`src/rtl/rf_debug_access_pkg.sv`:
```
// Shared types for the register-file debug initiator: command encoding,
// FSM state encoding and the architectural register count.
package rf_debug_access_pkg;

  localparam int RF_DBG_NREGS = 32;

  typedef enum logic [1:0] {
    CMD_READ  = 2'b00,
    CMD_WRITE = 2'b01,
    CMD_DUMP  = 2'b10,
    CMD_RSVD  = 2'b11
  } rf_dbg_cmd_e;

  typedef enum logic [2:0] {
    ST_IDLE      = 3'd0,
    ST_WAIT_HALT = 3'd1,
    ST_READ      = 3'd2,
    ST_WRITE     = 3'd3,
    ST_RESP      = 3'd4,
    ST_DUMP_RD   = 3'd5,
    ST_DUMP_RSP  = 3'd6
  } rf_dbg_state_e;

endpackage

```
`src/rtl/rf_debug_access.sv`:
```
// Debug-side register-file initiator: halts the core, performs a single read/write
// (or, with RF_DEBUG_DUMP_EN defined, a full register dump) and returns responses.
module rf_debug_access
  import rf_debug_access_pkg::*;
#(
  parameter int NREGS = RF_DBG_NREGS
) (
  input  logic                     clk_i,
  input  logic                     rstn_i,
  input  logic                     req_valid_i,
  output logic                     req_ready_o,
  input  logic [1:0]               req_cmd_i,
  input  logic [$clog2(NREGS)-1:0] req_addr_i,
  input  logic [31:0]              req_data_i,
  output logic                     rsp_valid_o,
  input  logic                     rsp_ready_i,
  output logic [$clog2(NREGS)-1:0] rsp_addr_o,
  output logic [31:0]              rsp_data_o,
  output logic                     rsp_err_o,
  output logic                     rsp_last_o,
  output logic                     halt_req_o,
  input  logic                     halted_i,
  output logic                     rf_write_en_o,
  output logic [$clog2(NREGS)-1:0] rf_addr_rd_o,
  output logic [31:0]              rf_data_rd_o,
  output logic [$clog2(NREGS)-1:0] rf_addr_rs1_o,
  input  logic [31:0]              rf_data_rs1_i
);

  localparam int AW = $clog2(NREGS);

  rf_dbg_state_e state_q;
  rf_dbg_cmd_e   cmd_q;
  logic [AW-1:0] addr_q;
  logic [31:0]   data_q;
  logic          req_ready_q;
  logic          rsp_valid_q;
  logic [AW-1:0] rsp_addr_q;
  logic [31:0]   rsp_data_q;
  logic          rsp_err_q;
  logic          rsp_last_q;
  logic          halt_req_q;
  logic          rf_we_q;
  logic [AW-1:0] rf_addr_rd_q;
  logic [31:0]   rf_data_rd_q;
  logic [AW-1:0] rf_addr_rs1_q;
  logic          cmd_rsvd;

`ifdef RF_DEBUG_DUMP_EN
  localparam logic [AW-1:0] LAST_IDX = AW'(NREGS - 1);
  logic [AW-1:0] idx_q;
  assign cmd_rsvd = (req_cmd_i == CMD_RSVD);
`else
  assign cmd_rsvd = (req_cmd_i == CMD_RSVD) || (req_cmd_i == CMD_DUMP);
`endif

  always_ff @(posedge clk_i or negedge rstn_i) begin
    if (!rstn_i) begin
      state_q       <= ST_IDLE;
      cmd_q         <= CMD_READ;
      addr_q        <= '0;
      data_q        <= '0;
      req_ready_q   <= 1'b1;
      rsp_valid_q   <= 1'b0;
      rsp_addr_q    <= '0;
      rsp_data_q    <= '0;
      rsp_err_q     <= 1'b0;
      rsp_last_q    <= 1'b0;
      halt_req_q    <= 1'b0;
      rf_we_q       <= 1'b0;
      rf_addr_rd_q  <= '0;
      rf_data_rd_q  <= '0;
      rf_addr_rs1_q <= '0;
`ifdef RF_DEBUG_DUMP_EN
      idx_q         <= '0;
`endif
    end else begin
      // Register-file ports are only driven during the single access cycle.
      rf_we_q       <= 1'b0;
      rf_addr_rd_q  <= '0;
      rf_data_rd_q  <= '0;
      rf_addr_rs1_q <= '0;
      case (state_q)
        ST_IDLE: begin
          if (req_valid_i) begin
            cmd_q       <= rf_dbg_cmd_e'(req_cmd_i);
            addr_q      <= req_addr_i;
            data_q      <= req_data_i;
            req_ready_q <= 1'b0;
            rsp_addr_q  <= req_addr_i;
            rsp_data_q  <= '0;
            rsp_last_q  <= 1'b1;
            if (cmd_rsvd) begin
              rsp_err_q   <= 1'b1;
              rsp_valid_q <= 1'b1;
              state_q     <= ST_RESP;
            end else begin
              rsp_err_q  <= 1'b0;
              halt_req_q <= 1'b1;
              state_q    <= ST_WAIT_HALT;
`ifdef RF_DEBUG_DUMP_EN
              idx_q      <= '0;
`endif
            end
          end
        end
        ST_WAIT_HALT: begin
          if (halted_i) begin
            case (cmd_q)
              CMD_WRITE: begin
                state_q <= ST_WRITE;
                if (addr_q != '0) begin
                  rf_we_q      <= 1'b1;
                  rf_addr_rd_q <= addr_q;
                  rf_data_rd_q <= data_q;
                end
              end
`ifdef RF_DEBUG_DUMP_EN
              CMD_DUMP: begin
                state_q       <= ST_DUMP_RD;
                rf_addr_rs1_q <= idx_q;
              end
`endif
              default: begin
                state_q       <= ST_READ;
                rf_addr_rs1_q <= addr_q;
              end
            endcase
          end
        end
        ST_READ: begin
          rsp_data_q  <= rf_data_rs1_i;
          rsp_valid_q <= 1'b1;
          state_q     <= ST_RESP;
        end
        ST_WRITE: begin
          rsp_err_q   <= (addr_q == '0);
          rsp_valid_q <= 1'b1;
          state_q     <= ST_RESP;
        end
        ST_RESP: begin
          if (rsp_ready_i) begin
            rsp_valid_q <= 1'b0;
            rsp_addr_q  <= '0;
            rsp_data_q  <= '0;
            rsp_err_q   <= 1'b0;
            rsp_last_q  <= 1'b0;
            halt_req_q  <= 1'b0;
            req_ready_q <= 1'b1;
            state_q     <= ST_IDLE;
          end
        end
`ifdef RF_DEBUG_DUMP_EN
        ST_DUMP_RD: begin
          rsp_addr_q  <= idx_q;
          rsp_data_q  <= rf_data_rs1_i;
          rsp_last_q  <= (idx_q == LAST_IDX);
          rsp_err_q   <= 1'b0;
          rsp_valid_q <= 1'b1;
          state_q     <= ST_DUMP_RSP;
        end
        ST_DUMP_RSP: begin
          if (rsp_ready_i) begin
            rsp_valid_q <= 1'b0;
            if (idx_q == LAST_IDX) begin
              rsp_addr_q  <= '0;
              rsp_data_q  <= '0;
              rsp_last_q  <= 1'b0;
              halt_req_q  <= 1'b0;
              req_ready_q <= 1'b1;
              state_q     <= ST_IDLE;
            end else begin
              idx_q         <= idx_q + AW'(1);
              rf_addr_rs1_q <= idx_q + AW'(1);
              state_q       <= ST_DUMP_RD;
            end
          end
        end
`endif
        default: state_q <= ST_IDLE;
      endcase
    end
  end

  assign req_ready_o   = req_ready_q;
  assign rsp_valid_o   = rsp_valid_q;
  assign rsp_addr_o    = rsp_addr_q;
  assign rsp_data_o    = rsp_data_q;
  assign rsp_err_o     = rsp_err_q;
  assign rsp_last_o    = rsp_last_q;
  assign halt_req_o    = halt_req_q;
  assign rf_write_en_o = rf_we_q;
  assign rf_addr_rd_o  = rf_addr_rd_q;
  assign rf_data_rd_o  = rf_data_rd_q;
  assign rf_addr_rs1_o = rf_addr_rs1_q;

endmodule

```
`config.mk`:
```
export PLATFORM = sky130hd
export DESIGN_NAME = rf_debug_access
export DESIGN_NICKNAME = d
export VERILOG_FILES = /design/src/rtl/rf_debug_access_pkg.sv /design/src/rtl/rf_debug_access.sv
export SDC_FILE = /design/constraint.sdc
export NUM_CORES = 1
export LEC_CHECK = 0
export BUFFER_PORTS_ARGS = -buffer_cell sky130_fd_sc_hd__buf_2
export CAP_MARGIN = 20
export CORE_ASPECT_RATIO = 1.1
export CORE_MARGIN = 2
export CORE_UTILIZATION = 35
export CTS_BUF_LIST = sky130_fd_sc_hd__clkbuf_4 sky130_fd_sc_hd__clkbuf_8
export DETAILED_ROUTE_END_ITERATION = 7
export GPL_ROUTABILITY_DRIVEN = 1
export PLACE_DENSITY_LB_ADDON = 0.3
export SLEW_MARGIN = 5
export SYNTH_ARGS = -nofsm -noshare
export SYNTH_HDL_FRONTEND = slang
export SYNTH_SLANG_ARGS = --single-unit
```
`constraint.sdc`:
```
create_clock -name clk_i -period 1.86 [get_ports clk_i]
set_input_delay 0.093 -clock clk_i [delete_from_list [all_inputs] [get_ports clk_i]]
set_output_delay 0.093 -clock clk_i [all_outputs]
set_load 0.02 [all_outputs]
```
==> summary.md, run 1 <==
| Metric | Value |
|---|---|
| Pwr dens | `1429 nW/um^2` |
| Routed length per instance | `15.20 um` |
| Nets@finish | `628` |
| Final core utilization | `0.5365` |
| Post-CTS Resized | `0` |
| R2R setup slack | `roughly 230 ps` |
| Skew-Pair Late Insertion Delay | `430 ps` |
| H-tree level count | `4` |
| Die Area | `14030 sq um` |
| Area share of the largest cell type after synthesis | `0.6876` |
| Sequential fraction of the synthesis area | `0.6933` |
| Number of max-cap violations | `0` |
| Routed Antenna Nets | `0` |
| Root Driver | `clkbuf_8` |
| Vias in the first global route | `3565` |
| Area leader, netlist | `dfrtp_1` |
| Drt via density | `4.672` |
| Worst Tran Pin Value | `around 600 ps` |
| CORE AREA | `12700 sq um` |
| Remaining global-route overflow | `0` |
| Critical Path Start | `state_q[0]` |
| Compound-Gate Fraction of Synth Area | `0.09413` |
| Chip height | `approximately 120 um` |
| Diode count | `0` |
| R2R depth | `3` |
| Clk sinks | `127` |
| Placed insts | `617` |
| Critical path capture point type | `flop` |
| Die Span X | `113.1 um` |
| Adder-cell share of the synthesized area | `0` |
| Slew Limit Headroom | `0.6080` |
| Largest net degree at the start of global routing | `60` |
| Fin. Hold Viols | `0` |
| Yosys cell types | `40` |
| HPWL after DPL | `7044 um` |
| R2R Path End | `data_q[30]` |
| CP arrival | `1940 ps` |
| Clk buf depth | `2` |
| DRT Pass-1 Iters | `6` |
| Post-route clock period utilization | `0.8781` |
| Worst IR drop on VDD | `approximately 0.6 mV` |
| Io pins | `161` |
| Gp weighted congestion | `0.8196` |
| Max Slew Vio Count | `0` |
| Setup_tns | `0 ps` |
| CP Max Fanout | `41` |
| Initial DRC Count | `123` |
| Final setup fails | `0` |
| Fin cells | `722` |
| Clk slew on worst S/H paths | `70 ps` |
| CTS tree | `done` |
| Layout cells sized above 1 | `0.4035` |
| Synth Area in XOR/XNOR | `0` |
| Setup ws final | `226.7 ps` |
| Most frequent cells in the layout | `159 x buf_2, 126 x dfrtp_1, 73 x dlygate4sd3_1` |
| Syn Nets | `381` |
| Post-Synthesis Cells | `305` |
| Leakage | `3.526 nW` |
| Largest cells by area after synthesis | `dfrtp_1 69%, a22o_1 7.1%, and2_1 5.6%` |
| Clock skew | `between 7 and 8 ps` |
| CP endpoint | `data_q[30]` |
| Final min period | `1633 ps` |
| Status | `complete, but fails checks` |
| Worst EP required | `approximately 2200 ps` |
| # rows | `43` |
| Max Fclk | `612.3 MHz` |
| First-pass GRT wire length | `between 15000 and 20000 um` |
| Yosys reg bits | `127` |
| Residual DRC | `6` |
| Initial core utilization | `0.3612` |
| Crit Reg-Reg Startpoint | `state_q[0]` |
| Startpoint types | `flop` |
| Crit Path Category | `reg2reg` |
| Port Buf Inserts | `160` |
| Simple-gate share of the synthesized area | `0.09413` |
| HP Class | `in2reg` |
| Pre-CTS WS | `217.3 ps` |
| Initial antenna violation count | `0` |
| Synthesized area | `between 4000 and 5000 sq um` |
| Main combinational cell family by area after synthesis | `compound AO/OA/AOI/OAI gates` |
| Final wirelength | `~11000 um` |
| Post-synthesis mux area share | `0.09304` |
| Gr usage total | `0.1636` |
| Failing checks | `design-rule violations` |
| Most common cell after layout, fill and taps aside | `buf_2` |
| Yosys warns | `0` |
| RSZ-0062 raised after global routing | `false` |
| Synth Area per Inst | `15.03 sq um` |
| Num CTS Buffers | `17` |
| Via Count | `3373` |
| Area Overhead vs Synth | `48.54%` |
-- flip-flops by register name, summed over array words and instances, names as in the netlist --
signal / cells
req_ready_o: 1
rsp_err_o: 1
rf_data_rd_o: 32
state_q: 3
rf_write_en_o: 1
rf_addr_rs1_o: 5
rsp_addr_o: 5
halt_req_o: 1
rf_addr_rd_o: 5
rsp_valid_o: 1
rsp_data_o: 32
rsp_last_o: 1
cmd_q: 2
addr_q: 5
data_q: 32
-- routing by layer --
metal,track usage,part of all wire
met4,0.08155,0.024
met1,0.1948,0.40
met3,0.05109,0.049
met5,0,0
met2,0.2702,0.53
-- critical path, cell delays in order, from the launching register on --
cell	delay (ps)
dfrtp_1	460
nor4b_4	380
buf_12	280
mux2_1	360
-- how the worst min path moves through the flow --
stage	startpoint	to	depth (start not counted)
after floorplan	rstn_i	addr_q[0]	0
after global placement	rstn_i	rf_data_rd_o[24]	1
after detailed placement	rstn_i	rf_write_en_o	1
after CTS	req_valid_i	state_q[2]	3
after global routing	req_valid_i	state_q[2]	3
final	req_valid_i	state_q[2]	3
-- through the flow --
stage / hold slack (ps) / instance area, sq um / power, W
global placement: 90.18 / 5627 / 0.006957
detailed placement: 95.27 / 5642 / 0.007092
CTS: 32.48 / 6812 / 0.009872
finish: 69.10 / 6812 / 0.009737
floorplan: -202.6 / 4586 / 0.006029
global route: 57.14 / 6812 / 0.01033
-- logic make-up (layout without fill, tap and decap cells) --
logic type,Yosys count,count (layout)
flops,127,127
mux,38,38
buf+inv,23,283
compound gates,53,53
simple gates,64,64
-- what timing repair did --
| item | CTS | global route |
|---|---|---|
| buffers inserted | 0 | 0 |
| hold buffers | 73 | 0 |
| hold endpoints to repair | 136 | 0 |
-- Yosys cell counts, drive strengths merged --
cell type and count:
nor3 2, buf 14, nor4 1, nand3b 1, a31oi 1, nor2 4
o211ai 1, mux2i 1, a211oi 1, a22o 37, nand2b 2, nand3 1
clkbuf 4, a311oi 1, nor4b 2, and2 41, or3b 1, o21ai 4
nand4bb 1, nand2 4, o21a 1, o31ai 1, inv 5, mux2 37
a21oi 3, dfrtp 126, nor4bb 1, nor3b 1, and3b 1, a21o 2
o21bai 1, dfstp 1, or3 1
-- final cells by class --
cell class | count | area [sq um]
well taps | 157 | 196.4
repair buffers | 246 | 1680
fillers | 1082 | 5886
flip-flops and latches | 127 | 3179
clock inverters | 11 | 162.7
clock buffers | 21 | 276.5
inverters | 5 | 18.77
multi-input cells | 155 | 1297
-- power by group --
part / total (W) / leakage [nW] / internal, W / switching, W
registers: 0.00411 / 1.65 / 0.00365 / 0.000452
clock network: 0.00260 / 0.218 / 0.00155 / 0.00105
logic: 0.00303 / 1.65 / 0.00138 / 0.00165
total: 0.00974 / 3.53 / 0.00659 / 0.00315
Power figures use the tool's default switching activity.
==> inputs of run 2 (changes only) <==
--- a/config.mk
+++ b/config.mk
@@ -13,7 +13,7 @@
 export CTS_BUF_LIST = sky130_fd_sc_hd__clkbuf_4 sky130_fd_sc_hd__clkbuf_8
 export DETAILED_ROUTE_END_ITERATION = 7
 export GPL_ROUTABILITY_DRIVEN = 1
-export PLACE_DENSITY_LB_ADDON = 0.3
+export PLACE_DENSITY = 0.68
 export SLEW_MARGIN = 5
 export SYNTH_ARGS = -nofsm -noshare
 export SYNTH_HDL_FRONTEND = slang
==> constraint.sdc (replaced) <==
create_clock -name clk_i -period 1.7 [get_ports clk_i]
set_input_delay 0.085 -clock clk_i [delete_from_list [all_inputs] [get_ports clk_i]]
set_output_delay 0.085 -clock clk_i [all_outputs]
set_load 0.02 [all_outputs]
==> summary.md, run 2 (synthesis results as in run 1) <==
| Metric | Value |
|---|---|
| Status | `complete, but fails checks` |
| Failing checks | `design-rule violations` |
| Via Count | `3400 (+0.80%)` |
| Num CTS Buffers | `17 (unchanged)` |
| Die Area | `14030 sq um (unchanged)` |
| CTS tree | `done` |
| GR Layer Usage met2 | `0.2781 (+0.007859)` |
| Gp weighted congestion | `0.7398 (-9.7%)` |
| Clk sinks | `127 (unchanged)` |
| Root Driver | `clkbuf_8` |
| Met1 global-route usage | `0.1913 (-0.003495)` |
| Skew-Pair Late Insertion Delay | `430 ps (about the same)` |
| Number of max-cap violations | `0 (unchanged)` |
| Die Span X | `113.1 um (unchanged)` |
| Worst EP required | `2010 ps (-160 ps)` |
| Leakage | `3.509 nW (-0.48%)` |
| Final wirelength | `11120 um (+1.3%)` |
| Layout cells sized above 1 | `0.4074 (+0.003868)` |
| Vias in the first global route | `3583 (+0.50%)` |
| Pwr dens | `1532 nW/um^2 (+7.2%)` |
| R2R depth | `3 (unchanged)` |
| FILL cells | `1088 (+0.55%)` |
| Hold Crit Depth | `4 (+1)` |
| Placed cell area | `5644 sq um (about the same)` |
| Diode count | `0 (unchanged)` |
| # rows | `43 (unchanged)` |
| Crit Reg-Reg Startpoint | `state_q[0]` |
| Remaining global-route overflow | `0 (unchanged)` |
| Clock skew | `10.43 ps (+3.221 ps)` |
| Most frequent cells in the layout | `159 x buf_2, 125 x dfrtp_1, 73 x dlygate4sd3_1` |
| Post-CTS setup buffer count | `0 (unchanged)` |
| Gr busiest metal | `met2` |
| HP Class | `in2reg` |
| Hold worst-path end | `state_q[2]` |
| Max Slew Vio Count | `0 (unchanged)` |
| Max Fclk | `609.0 MHz (-0.53%)` |
| Worst Tran Pin Value | `499.8 ps (-87.55 ps)` |
| Drt via density | `4.696 (+0.52%)` |
| Final min period | `1642 ps (+8.671 ps)` |
| Io pins | `161 (unchanged)` |
| Design area | `6783 sq um (-0.42%)` |
| Initial core utilization | `0.3612 (unchanged)` |
| DRT Pass-1 Iters | `8 (+2)` |
| Pre-CTS WS | `26.50 ps (-190.8 ps)` |
| Setup ws final | `58.03 ps (-168.7 ps)` |
| First-pass GRT wire length | `17500 um (-0.31%)` |
| Worst Hold Margin | `110.6 ps (+41.49 ps)` |
| HPWL after DPL | `7223 um (+2.5%)` |
| Post-route clock period utilization | `0.9659 (+0.08775)` |
| CP arrival | `1950 ps (about the same)` |
| Nets@finish | `630 (+0.32%)` |
| Largest net degree at the start of global routing | `54 (-10%)` |
| Setup_tns | `0 ps (unchanged)` |
| Area Overhead vs Synth | `47.91%` |
| H-tree level count | `4 (unchanged)` |
| Clk buf depth | `2 (unchanged)` |
| Residual DRC | `11 (+5)` |
| Most common cell after layout, fill and taps aside | `buf_2` |
| Crit Path Category | `reg2reg` |
| Met3 Usage GRT | `0.06131 (+0.01022)` |
| Final core utilization | `0.5342 (-0.002266)` |
| Critical path capture point type | `flop` |
| Chip height | `124.1 um (unchanged)` |
| Fin. Hold Viols | `0 (unchanged)` |
| CORE AREA | `12700 sq um (unchanged)` |
| Gr usage total | `0.1629 (-0.0007403)` |
| Routed length per instance | `15.35 um (+1.0%)` |
| Worst IR drop on VDD | `0.7874 mV (+33%)` |
| Port Buf Inserts | `160 (unchanged)` |
| CP Max Fanout | `48 (+17%)` |
| Area occupied by multi-input gates | `1303 sq um (+0.39%)` |
| Initial DRC Count | `148 (+20%)` |
| Worst hold start | `rsp_ready_i` |
| R2R Path End | `data_q[12]` |
| Final setup fails | `0 (unchanged)` |
| Clk slew on worst S/H paths | `70 ps (about the same)` |
| Routed Antenna Nets | `0 (unchanged)` |
| RSZ-0062 raised after global routing | `true` |
| Reg area | `3181 sq um (about the same)` |
| Initial antenna violation count | `0 (unchanged)` |
| Slew Limit Headroom | `0.6668 (+0.05879)` |
| Startpoint types | `flop` |
| R2R setup slack | `60 ps (-170 ps)` |
## run 2: final cells by class
cell class / count / share of cell area
clock buffers: 19 / 0.03855
clock inverters: 13 / 0.02011
inverters: 5 / 0.002767
multi-input cells: 155 / 0.1920
flip-flops and latches: 127 / 0.4689
well taps: 157 / 0.02896
repair buffers: 248 / 0.2487
## run 2: what timing repair did
| action | 4_1_cts | 5_1_grt |
|---|---|---|
| endpoints found under the setup margin | 0 | 37 |
| gates resized for setup | 0 | 3 |
| hold endpoints to repair | 146 | 0 |
| hold buffers | 73 | 0 |
## run 2: routing by layer
metal	vias up	wire length, um	share of wire
met3	8	668	0.060
met2	113	5794	0.52
met1	1707	4550	0.41
met4	0	104	0.0094
met5	-	0	0
li1	1572	-	-
## run 2: worst max-delay path by stage
stage,start,end,slack [ps],depth (start not counted)
after CTS,state_q[1],rf_data_rd_o[10],1,5
final,state_q[0],data_q[12],60,3
after detailed placement,state_q[1],rf_data_rd_o[27],30,5
after floorplan,state_q[2],data_q[10],180,5
after global routing,state_q[2],data_q[12],-5,4
after global placement,state_q[1],rsp_data_o[18],-80,3
## run 2: power by group
part | switching [W] | total, W | internal, W
registers | 0.000506 | 0.00450 | 0.00400
clock network | 0.00119 | 0.00257 | 0.00138
logic | 0.00181 | 0.00332 | 0.00151
## run 2: worst max-delay path, cell delays in order, from the launching register on
cell and delay (ps):
dfrtp_1 470, nor4b_4 360, buf_12 300, mux2_2 370
## run 2: through the flow
| stage | instances | total power (W) |
|---|---|---|
| floorplan | 305 | 0.006597 |
| global placement | 618 | 0.007578 |
| detailed placement | 619 | 0.007758 |
| CTS | 724 | 0.01051 |
| global route | 724 | 0.01102 |
| finish | 724 | 0.01039 |
==> inputs of run 3 (changes only) <==
--- a/config.mk
+++ b/config.mk
@@ -7,7 +7,6 @@
 export LEC_CHECK = 0
 export BUFFER_PORTS_ARGS = -buffer_cell sky130_fd_sc_hd__buf_2
 export CAP_MARGIN = 20
-export CORE_ASPECT_RATIO = 1.1
 export CORE_MARGIN = 2
 export CORE_UTILIZATION = 35
 export CTS_BUF_LIST = sky130_fd_sc_hd__clkbuf_4 sky130_fd_sc_hd__clkbuf_8
==> summary.md, run 3 (synthesis results as in run 1) <==
| Metric | Value |
|---|---|
| Final wirelength | `10640 um (-4.3%)` |
| H-tree level count | `4 (unchanged)` |
| Worst Tran Pin Value | `492.4 ps (-7.378 ps)` |
| Comb power frac | `0.321 (about the same)` |
| Leakage | `3.515 nW (+0.16%)` |
| Pwr dens | `1525 nW/um^2 (-0.46%)` |
| Critical path capture point type | `flop` |
| Slew Limit Headroom | `0.6687 (+0.001891)` |
| Final min period | `1632 ps (-10.27 ps)` |
| Clk slew on worst S/H paths | `80 ps (about the same)` |
| Io pins | `161 (unchanged)` |
| Status | `finished, final reports clean` |
| Final core utilization | `0.5358 (+0.001605)` |
| HPWL after DPL | `6849 um (-5.2%)` |
| Clock share of power | `0.248 (about the same)` |
| RSZ-0062 raised after global routing | `false` |
| Sw Ratio | `0.3378 (+0.0003854)` |
| Layout cells sized above 1 | `0.4028 (-0.004581)` |
| Most frequent cells in the layout | `159 x buf_2, 126 x dfrtp_1, 75 x dlygate4sd3_1` |
| First-pass GRT wire length | `17820 um (+1.9%)` |
| Worst IR drop on VDD | `0.8560 mV (+8.7%)` |
| Crit Path Category | `reg2reg` |
| Chip height | `118.5 um (-4.5%)` |
| Initial DRC Count | `127 (-14%)` |
| Die Span X | `118.5 um (+4.7%)` |
| Clock skew | `13.37 ps (+2.941 ps)` |
| Area Overhead vs Synth | `48.65%` |
| Post-route clock period utilization | `0.9598 (-0.006044)` |
| Initial antenna violation count | `0 (unchanged)` |
| Max Fclk | `612.9 MHz (+0.63%)` |
| Initial core utilization | `0.3604 (-0.0007104)` |
| Die Area | `14030 sq um (about the same)` |
| DRT Pass-1 Iters | `4 (-4)` |
| CP Max Fanout | `23 (-52%)` |
| CORE AREA | `12720 sq um (+0.20%)` |
| Worst Hold Margin | `59.52 ps (-51.07 ps)` |
| Routed Antenna Nets | `0 (unchanged)` |
| Clk sinks | `127 (unchanged)` |
| Routed length per instance | `14.41 um (-6.1%)` |
| Worst EP required | `2020 ps (about the same)` |
| Residual DRC | `0 (-11)` |
| CP arrival | `1950 ps (about the same)` |
| Port Buf Inserts | `160 (unchanged)` |
| CTS tree | `done` |
| Flop pwr share | `0.432 (about the same)` |
| Remaining global-route overflow | `0 (unchanged)` |
| Gr usage total | `0.1627 (-0.0001801)` |
| Drt via density | `4.538 (-3.4%)` |
| Startpoint types | `flop` |
| Fin. Hold Viols | `0 (unchanged)` |
| Power Internal | `0.006884 W (about the same)` |
| Clk buf depth | `2 (unchanged)` |
| Final setup fails | `0 (unchanged)` |
| Root Driver | `clkbuf_8` |
| Largest net degree at the start of global routing | `79 (+46%)` |
| Skew-Pair Late Insertion Delay | `450 ps (+20 ps)` |
| Diode count | `0 (unchanged)` |
| Number of max-cap violations | `0 (unchanged)` |
| Num CTS Buffers | `17 (unchanged)` |
| Nets@finish | `629 (-0.16%)` |
| Max Slew Vio Count | `0 (unchanged)` |
| Vias in the first global route | `3647 (+1.8%)` |
| # rows | `41 (-4.7%)` |
| Switching pwr | `0.003513 W (+0.15%)` |
| HP Class | `in2reg` |
| Via Count | `3349 (-1.5%)` |
| Gp weighted congestion | `0.7449 (+0.69%)` |
| Most common cell after layout, fill and taps aside | `buf_2` |
## run 3: cell count changes in the layout (fill, tap and decap cells not counted), sizes merged
| cell | before | now |
|---|---|---|
| buf | 175 | 172 |
| inv | 7 | 10 |
| dlygate4sd3 | 73 | 75 |
| clkbuf | 19 | 18 |
| clkinv | 5 | 4 |
| clkinvlp | 4 | 3 |
## run 3: layout make-up
type / count / area [sq um]
Fill cell: 1114 / 5906
Sequential cell: 127 / 3179
Timing Repair Buffer: 247 / 1714
Multi-Input combinational cell: 155 / 1294
Clock buffer: 18 / 241.5
Tap cell: 172 / 215.2
Clock inverter: 14 / 153.9
Inverter: 5 / 18.77
## run 3: metrics by stage
step                setup WS, ps  cell area [sq um]  total power [W]  TNS (ps)  instances
floorplan                  177.1               4586         0.006597         0        305
global placement          -108.7               5644         0.007562     -3335        629
detailed placement         24.29               5659         0.007742         0        630
CTS                        59.56               6813          0.01053         0        738
global route               7.045               6817          0.01102         0        738
finish                     68.30               6817          0.01040         0        738
## run 3: final timing paths
| path | start | endpoint | slack (ps) | cells past startpoint |
|---|---|---|---|---|
| hold reg to reg | req_ready_o | req_ready_o | 460 | 2 |
| max in group asynchronous | rstn_i | data_q[16] | 340 | 4 |
| setup reg to reg | state_q[2] | data_q[22] | 70 | 5 |
| min in group asynchronous | rstn_i | rf_data_rd_o[20] | 570 | 3 |
| setup / recovery | state_q[2] | data_q[22] | 70 | 5 |
| hold / removal | req_valid_i | state_q[2] | 60 | 3 |
## run 3: layer usage
metal / routed length, um / vias up / global-route usage
li1: - / 1572 / -
met1: 4461 / 1651 / 0.1928
met2: 5449 / 106 / 0.2731
met3: 468 / 20 / 0.04054
met4: 257 / 0 / 0.08557
met5: 0 / - / 0
## run 3: what timing repair did
| action | 4_1_cts | 5_1_grt |
|---|---|---|
| gates resized for setup | 0 | 1 |
| setup endpoints to repair | 2 | 1 |
| pin swaps | 1 | 0 |
| hold buffers | 75 | 0 |
| endpoints found under the hold margin | 206 | 0 |
| setup buffers | 1 | 0 |
## run 3: power groups by stage
stage / Clock (W) / Combinational [W] / Sequential, W
CTS: 0.00267 / 0.00336 / 0.00449
floorplan: 0 / 0.00158 / 0.00502
global placement: 0 / 0.00307 / 0.00449
global route: 0.00278 / 0.00362 / 0.00462
finish: 0.00258 / 0.00333 / 0.00449
detailed placement: 0 / 0.00321 / 0.00453
## run 3: critical path, cell delays in order (launching register included)
cell	delay (ps)
dfrtp_1	380
buf_4	170
nor4b_4	240
buf_4	180
buf_12	180
mux2_1	350
